## config.mk

```make
export PLATFORM = sky130hd
export DESIGN_NAME = pipe_ctrl
export DESIGN_NICKNAME = d
export VERILOG_FILES = /design/src/rtl/pipe_pkg.sv /design/src/rtl/pipe_perf_cnt.sv /design/src/rtl/pipe_ctrl.sv
export SDC_FILE = /design/constraint.sdc
export NUM_CORES = 1
export LEC_CHECK = 0
export ABC_AREA = 0
export BUFFER_PORTS_ARGS = -buffer_cell sky130_fd_sc_hd__buf_2
export CAP_MARGIN = 20
export CORE_UTILIZATION = 25
export DETAILED_ROUTE_END_ITERATION = 10
export PLACE_DENSITY = 0.47
export SLEW_MARGIN = 5
export SYNTH_ARGS = -nofsm -noshare
export SYNTH_HDL_FRONTEND = slang
export SYNTH_SLANG_ARGS = --single-unit
```

## constraint.sdc

```tcl
create_clock -name clk -period 2.1 [get_ports clk]
set_clock_uncertainty 0.1 [all_clocks]
set_input_delay 0.315 -clock clk [delete_from_list [all_inputs] [get_ports clk]]
set_output_delay 0.315 -clock clk [all_outputs]
set_load 0.02 [all_outputs]
```

## src/rtl/pipe_pkg.sv

```systemverilog
// Shared definitions for the pipeline control unit and the hazard unit:
// FSM encodings, NOP encoding, control-transfer opcodes and the stage-control bundle.
package pipe_pkg;

  typedef enum logic [1:0] {
    RUN    = 2'd0,
    DSTALL = 2'd1,
    MWAIT  = 2'd2
  } state_e;

  // sll $0,$0,0 -- the value a flushed or bubbled pipeline register holds
  localparam logic [31:0] NOP_INSTR = 32'h0000_0000;

  localparam logic [5:0] OP_RTYPE = 6'h00;
  localparam logic [5:0] OP_J     = 6'h02;
  localparam logic [5:0] OP_JAL   = 6'h03;
  localparam logic [5:0] OP_BEQ   = 6'h04;
  localparam logic [5:0] OP_BNE   = 6'h05;
  localparam logic [5:0] FUNCT_JR = 6'h08;

  typedef struct packed {
    logic pc_en;
    logic fd_en;
    logic fd_flush;
    logic dx_en;
    logic dx_bubble;
    logic xm_en;
    logic mw_en;
  } ctrl_t;

  localparam ctrl_t CTRL_FREEZE = 7'b000_0000;

  function automatic ctrl_t ctrl_flow(input logic flush);
    ctrl_t c;
    c           = CTRL_FREEZE;
    c.pc_en     = 1'b1;
    c.fd_en     = 1'b1;
    c.fd_flush  = flush;
    c.dx_en     = 1'b1;
    c.xm_en     = 1'b1;
    c.mw_en     = 1'b1;
    return c;
  endfunction

  // Hold PC and IF/ID, push a NOP into EX, let the older instructions drain.
  function automatic ctrl_t ctrl_load_use();
    ctrl_t c;
    c           = CTRL_FREEZE;
    c.dx_en     = 1'b1;
    c.dx_bubble = 1'b1;
    c.xm_en     = 1'b1;
    c.mw_en     = 1'b1;
    return c;
  endfunction

  function automatic logic is_ctrl_transfer(input logic [5:0] opcode, input logic [5:0] funct);
    logic hit;
    hit = 1'b0;
    case (opcode)
      OP_BEQ, OP_BNE, OP_J, OP_JAL: hit = 1'b1;
      OP_RTYPE:                     hit = (funct == FUNCT_JR);
      default:                      hit = 1'b0;
    endcase
    return hit;
  endfunction

endpackage

```

## src/rtl/pipe_perf_cnt.sv

```systemverilog
// Saturating performance counter: counts cycles with inc=1 and sticks at all ones.
module pipe_perf_cnt #(
  parameter int CNT_W = 16
) (
  input  logic             clk,
  input  logic             rst_n,
  input  logic             inc,
  output logic [CNT_W-1:0] count
);

  localparam logic [CNT_W-1:0] CNT_MAX = {CNT_W{1'b1}};
  localparam logic [CNT_W-1:0] CNT_ONE = {{(CNT_W-1){1'b0}}, 1'b1};

  always_ff @(posedge clk or negedge rst_n) begin
    if (!rst_n) begin
      count <= '0;
    end else if (inc && (count != CNT_MAX)) begin
      count <= count + CNT_ONE;
    end
  end

endmodule

```

## src/rtl/pipe_ctrl.sv

```systemverilog
// Pipeline control for the 5-stage MIPS core: turns memory-wait, load-use and
// decode-redirect requests into per-stage enables, flush and bubble controls.
module pipe_ctrl
  import pipe_pkg::*;
#(
  parameter int CNT_W       = 16,
  parameter int MEM_TIMEOUT = 64,
  parameter int MAX_DSTALL  = 2
) (
  input  logic             clk,
  input  logic             rst_n,
  input  logic             d_stall,
  input  logic             d_redirect,
  input  logic             dmem_req,
  input  logic             dmem_ack,
  output logic             pc_en,
  output logic             fd_en,
  output logic             fd_flush,
  output logic             dx_en,
  output logic             dx_bubble,
  output logic             xm_en,
  output logic             mw_en,
  output logic [1:0]       state,
  output logic [CNT_W-1:0] stall_cnt,
  output logic [CNT_W-1:0] flush_cnt,
  output logic             mem_err,
  output logic             hazard_err
);

  localparam int MT_W = $clog2(MEM_TIMEOUT + 1);
  localparam int DS_W = $clog2(MAX_DSTALL + 2);

  localparam logic [MT_W-1:0] MT_MAX = MT_W'(MEM_TIMEOUT);
  localparam logic [MT_W-1:0] MT_ONE = {{(MT_W-1){1'b0}}, 1'b1};
  localparam logic [DS_W-1:0] DS_LIM = DS_W'(MAX_DSTALL);
  localparam logic [DS_W-1:0] DS_MAX = DS_W'(MAX_DSTALL + 1);
  localparam logic [DS_W-1:0] DS_ONE = {{(DS_W-1){1'b0}}, 1'b1};

  state_e          state_q;
  state_e          state_d;
  logic [MT_W-1:0] mwait_q;
  logic [MT_W-1:0] mwait_d;
  logic [DS_W-1:0] dstall_q;
  logic [DS_W-1:0] dstall_d;
  logic            in_mwait;
  logic            mem_wait;
  ctrl_t           ctrl;

  // Once in MWAIT the access is outstanding until acked, so only ack releases it.
  always_comb begin
    in_mwait = 1'b0;
    case (state_q)
      MWAIT:       in_mwait = 1'b1;
      RUN, DSTALL: in_mwait = 1'b0;
      default:     in_mwait = 1'b0;
    endcase
    mem_wait = (dmem_req & ~dmem_ack) | (in_mwait & ~dmem_ack);
  end

  // Mealy decision: memory wait beats load-use, which masks an unresolved redirect.
  always_comb begin
    ctrl    = CTRL_FREEZE;
    state_d = RUN;
    if (mem_wait) begin
      ctrl    = CTRL_FREEZE;
      state_d = MWAIT;
    end else if (d_stall) begin
      ctrl    = ctrl_load_use();
      state_d = DSTALL;
    end else if (d_redirect) begin
      ctrl    = ctrl_flow(1'b1);
      state_d = RUN;
    end else begin
      ctrl    = ctrl_flow(1'b0);
      state_d = RUN;
    end
    if (!rst_n) begin
      ctrl = CTRL_FREEZE;
    end
  end

  always_comb begin
    mwait_d  = '0;
    dstall_d = '0;
    if (mem_wait) begin
      mwait_d = (mwait_q == MT_MAX) ? mwait_q : mwait_q + MT_ONE;
    end
    // A frozen pipeline neither extends nor breaks a run of load-use stalls.
    if (mem_wait) begin
      dstall_d = dstall_q;
    end else if (d_stall) begin
      dstall_d = (dstall_q == DS_MAX) ? dstall_q : dstall_q + DS_ONE;
    end
  end

  always_ff @(posedge clk or negedge rst_n) begin
    if (!rst_n) begin
      state_q    <= RUN;
      mwait_q    <= '0;
      dstall_q   <= '0;
      mem_err    <= 1'b0;
      hazard_err <= 1'b0;
    end else begin
      state_q  <= state_d;
      mwait_q  <= mwait_d;
      dstall_q <= dstall_d;
      if (mwait_d == MT_MAX) begin
        mem_err <= 1'b1;
      end
      if (dstall_d > DS_LIM) begin
        hazard_err <= 1'b1;
      end
    end
  end

  assign pc_en     = ctrl.pc_en;
  assign fd_en     = ctrl.fd_en;
  assign fd_flush  = ctrl.fd_flush;
  assign dx_en     = ctrl.dx_en;
  assign dx_bubble = ctrl.dx_bubble;
  assign xm_en     = ctrl.xm_en;
  assign mw_en     = ctrl.mw_en;
  assign state     = state_q;

  pipe_perf_cnt #(.CNT_W(CNT_W)) u_stall_cnt (
    .clk   (clk),
    .rst_n (rst_n),
    .inc   (~ctrl.pc_en),
    .count (stall_cnt)
  );

  pipe_perf_cnt #(.CNT_W(CNT_W)) u_flush_cnt (
    .clk   (clk),
    .rst_n (rst_n),
    .inc   (ctrl.fd_flush),
    .count (flush_cnt)
  );

endmodule

```

==> results.md <==
* DR vias/cell at 4.59
* Synth cell types at 39
* Pin count of the biggest net entering global routing at 17
* Slew Limit Fails at 0
* Worst Path Class, Setup: input pin to primary output
* Area grow syn2layout at 25.0%
* First-iteration detailed-routing DRC count at 46
* Power Internal at 1.64 mW
* Initial core utilization at 26.4%
* Synth Net Count at 220
* Skew-Pair Late Insertion Delay at 0.30 ns
* Fmax at 498 MHz
* Fillers at 876
* Comb pwr share at 25.7%
* First-pass GRT wire length at 7.94 mm
* Clock root buffer: clkbuf_8
* Clock-pin slew on the worst setup and hold paths at 0.08 ns
* DRT antenna net count at 0
* CTS sink cnt at 45
* Number of placement rows at 33
* Grt ovf at 0
* GR Util All Layers at 11.2%
* Via count at 1,734
* Vias in the first global route at 1,623
* Antenna violations before repair at 0
* Crit end category: primary output
* Slew @ Worst Pin at 0.564 ns
* Clock Tree Buf Depth at 2
* Rel. slew slack at 61.4%
* Net Sw Power at 0.820 mW
* Dpl hpwl at 3.57 mm
* Drt wl/cell at 12.7 um
* Hold Violations, Final at 0
* Htree depth at 2
* Post-synth EDFFs at 0
* RSZ-0062 raised after global routing: no
* Final setup TNS at 0 ns
* Mapped Avg Cell Area at 10.5 um2
* # setup viols final at 0
* Inserted Clock Buffers at 5
* DR DRC count at 0
* Nets at 282
* Crit path buf inv count at 3
* Hold Path Class: input pin to flop
* Worst-path maximum fanout at 6
* IO Count at 49
* Gate Count Post-Synth at 210
* # diodes at 0
* Async S/R FF share, synth at 100%
* Port Buf Inserts at 48
* Slowest CP cell: dlygate4sd3_1
* Cell mode on critical path: buf_2
* Largest stage delay on the critical path at 0.52 ns
* Crit-path cells: dlygate4sd3_1 > buf_2 > nand3b_1 > nor2_1 > buf_2
* Area of the mapped netlist at 0.00221 mm2
* Final Power at 2.46 mW
* Status: complete, no violations
* Die span in x at 96.0 um
* Switch share at 33.3%
* CTS tree: yes
* Die ar. at 0.00922 mm2
* Layout cells sized above 1 at 27.1%
* P_leak at 1.31 nW
* Core area at 0.00838 mm2
* Drt total wl at 4.81 mm
* Arrival time worst endpoint at 1.59 ns
* Final min period at 2.01 ns
* Die H at 96.0 um
* Router iterations before antenna repair at 4
* #FFs+latches synth at 45
* Ys Warns at 0
* Post-synthesis sequential area ratio at 50.9%
* Clock power frac at 28.3%
* Startpoint types: input pin
* Required time worst endpoint at 1.68 ns
* Worst path top cell family by delay: buffers and inverters
* Most common flop cell mapped by yosys: dfrtp_1
* Sequential power share at 46.0%
* Max-cap violations at 0
* Period utilisation layout at 95.5%
* Gpl congestion at 0.807
* Pwr/cell area at 890 mW/mm2
* Peak supply drop at 292 uV
## state kept, by name (all words and copies together) (netlist names)
name	cells
u_flush_cnt.count	16
u_stall_cnt.count	16
mwait_q	7
dstall_q	2
state	2
hazard_err	1
mem_err	1
## layout make-up
| cell class | count | area (um2) | share of cell area [%] |
|---|---|---|---|
| clock buffers | 6 | 82.6 | 2.99 |
| clock inverters | 2 | 37.5 | 1.36 |
| inverters | 7 | 26.3 | 0.951 |
| multi-input cells | 153 | 1020 | 36.9 |
| flip-flops and latches | 45 | 1130 | 40.7 |
| well taps | 105 | 131 | 4.75 |
| repair buffers | 60 | 339 | 12.3 |
## power groups by stage
stage          registers, mW  logic (mW)  clock network (mW)
5_1_grt                 1.16       0.696               0.760
6_report                1.13       0.632               0.697
4_1_cts                 1.13       0.642               0.726
2_1_floorplan           1.29       0.242                   0
3_5_place_dp            1.15       0.635                   0
3_3_place_gp            1.15       0.632                   0
## per-layer routing
metal	GRT usage (%)	vias up	routed length [um]
met4	3.73	0	55
met2	17.2	32	2180
li1	-	855	-
met5	0	-	0
met3	2.69	5	192
met1	15.5	842	2380
## Yosys cell counts, types with 2 or more instances
cell type	n	area [um2]
a21o_1	2	15.0
a21oi_1	2	10.0
xnor2_1	22	193
or3_1	2	12.5
xor2_1	11	96.3
nor3b_1	2	15.0
nand4_1	11	68.8
nand3_1	13	65.1
ha_1	4	50.1
buf_4	3	22.5
nand2b_1	2	12.5
a31oi_1	2	12.5
dfrtp_1	45	1130
nor2_1	19	71.3
and2_1	5	31.3
inv_1	6	22.5
nor3_1	6	30.0
nor2b_1	2	12.5
and3_1	11	68.8
o21ai_0	5	25.0
and4_1	3	26.3
mux2_2	3	33.8
nand2_1	13	48.8
## cells by family (layout without fill, tap and decap cells)
group | count (synthesis) | after routing | share of synthesized area, %
and+or+nand+nor | 93 | 93 | 22.5
xor gates and xnor gates | 33 | 33 | 13.1
AOI/OAI and AO/OA | 20 | 20 | 6.79
muxes | 3 | 3 | 1.53
buffers and inverters | 12 | 75 | 2.89
DFF | 45 | 45 | 50.9
adders and majority gates | 4 | 4 | 2.26
## path summary, 6_finish.rpt
kind / cells after the start / startpoint / slack [ns] / end
hold reg to reg: 2 / mem_err / 0.37 / mem_err
max in group asynchronous: 3 / rst_n / 0.80 / u_stall_cnt.count[1]
min in group asynchronous: 3 / rst_n / 0.45 / u_stall_cnt.count[11]
setup reg to reg: 4 / mwait_q[3] / 0.15 / mem_err
hold / removal: 3 / d_stall / 0.26 / dstall_q[1]
setup / recovery: 5 / rst_n / 0.09 / fd_flush
## worst register-to-register path, stage by stage, from the launching register on
cell,delay [ns]
dfrtp_1,0.44
or3_1,0.37
or3_1,0.47
a311oi_1,0.36
o41ai_2,0.09
## stage by stage
| step | utilization (%) | setup WS, ns | hold slack [ns] | cells | area, um2 |
|---|---|---|---|---|---|
| 5_1_grt | 33.0 | 0.0115 | 0.237 | 378 | 2760 |
| 4_1_cts | 32.9 | 0.0413 | 0.240 | 378 | 2760 |
| 2_1_floorplan | - | 0.0929 | -0.0806 | 210 | 2210 |
| 3_5_place_dp | 31.3 | 0.174 | 0.0685 | 368 | 2620 |
| 6_report | 33.0 | 0.0940 | 0.257 | 378 | 2760 |
| 3_3_place_gp | 31.3 | 0.207 | 0.0691 | 368 | 2620 |
## timing repair
item	CTS	global route
hold buffers	2	0
endpoints found under the hold margin	3	0
resized for setup	0	1
setup buffers	0	0
endpoints found under the setup margin	0	4
## cells in the final DEF, fill, tap and decap left out, types with 3 or more instances in the layout
master,n
buf_2,48
dfrtp_1,45
xnor2_1,22
nor2_1,19
nand3_1,13
nand2_1,13
and3_1,11
xor2_1,11
nand4_1,11
buf_4,9
inv_1,6
nor3_1,6
clkbuf_8,6
and2_1,5
o21ai_0,5
ha_1,4
and4_1,3
mux2_2,3
Note: power is estimated with default switching activity, not from simulation.
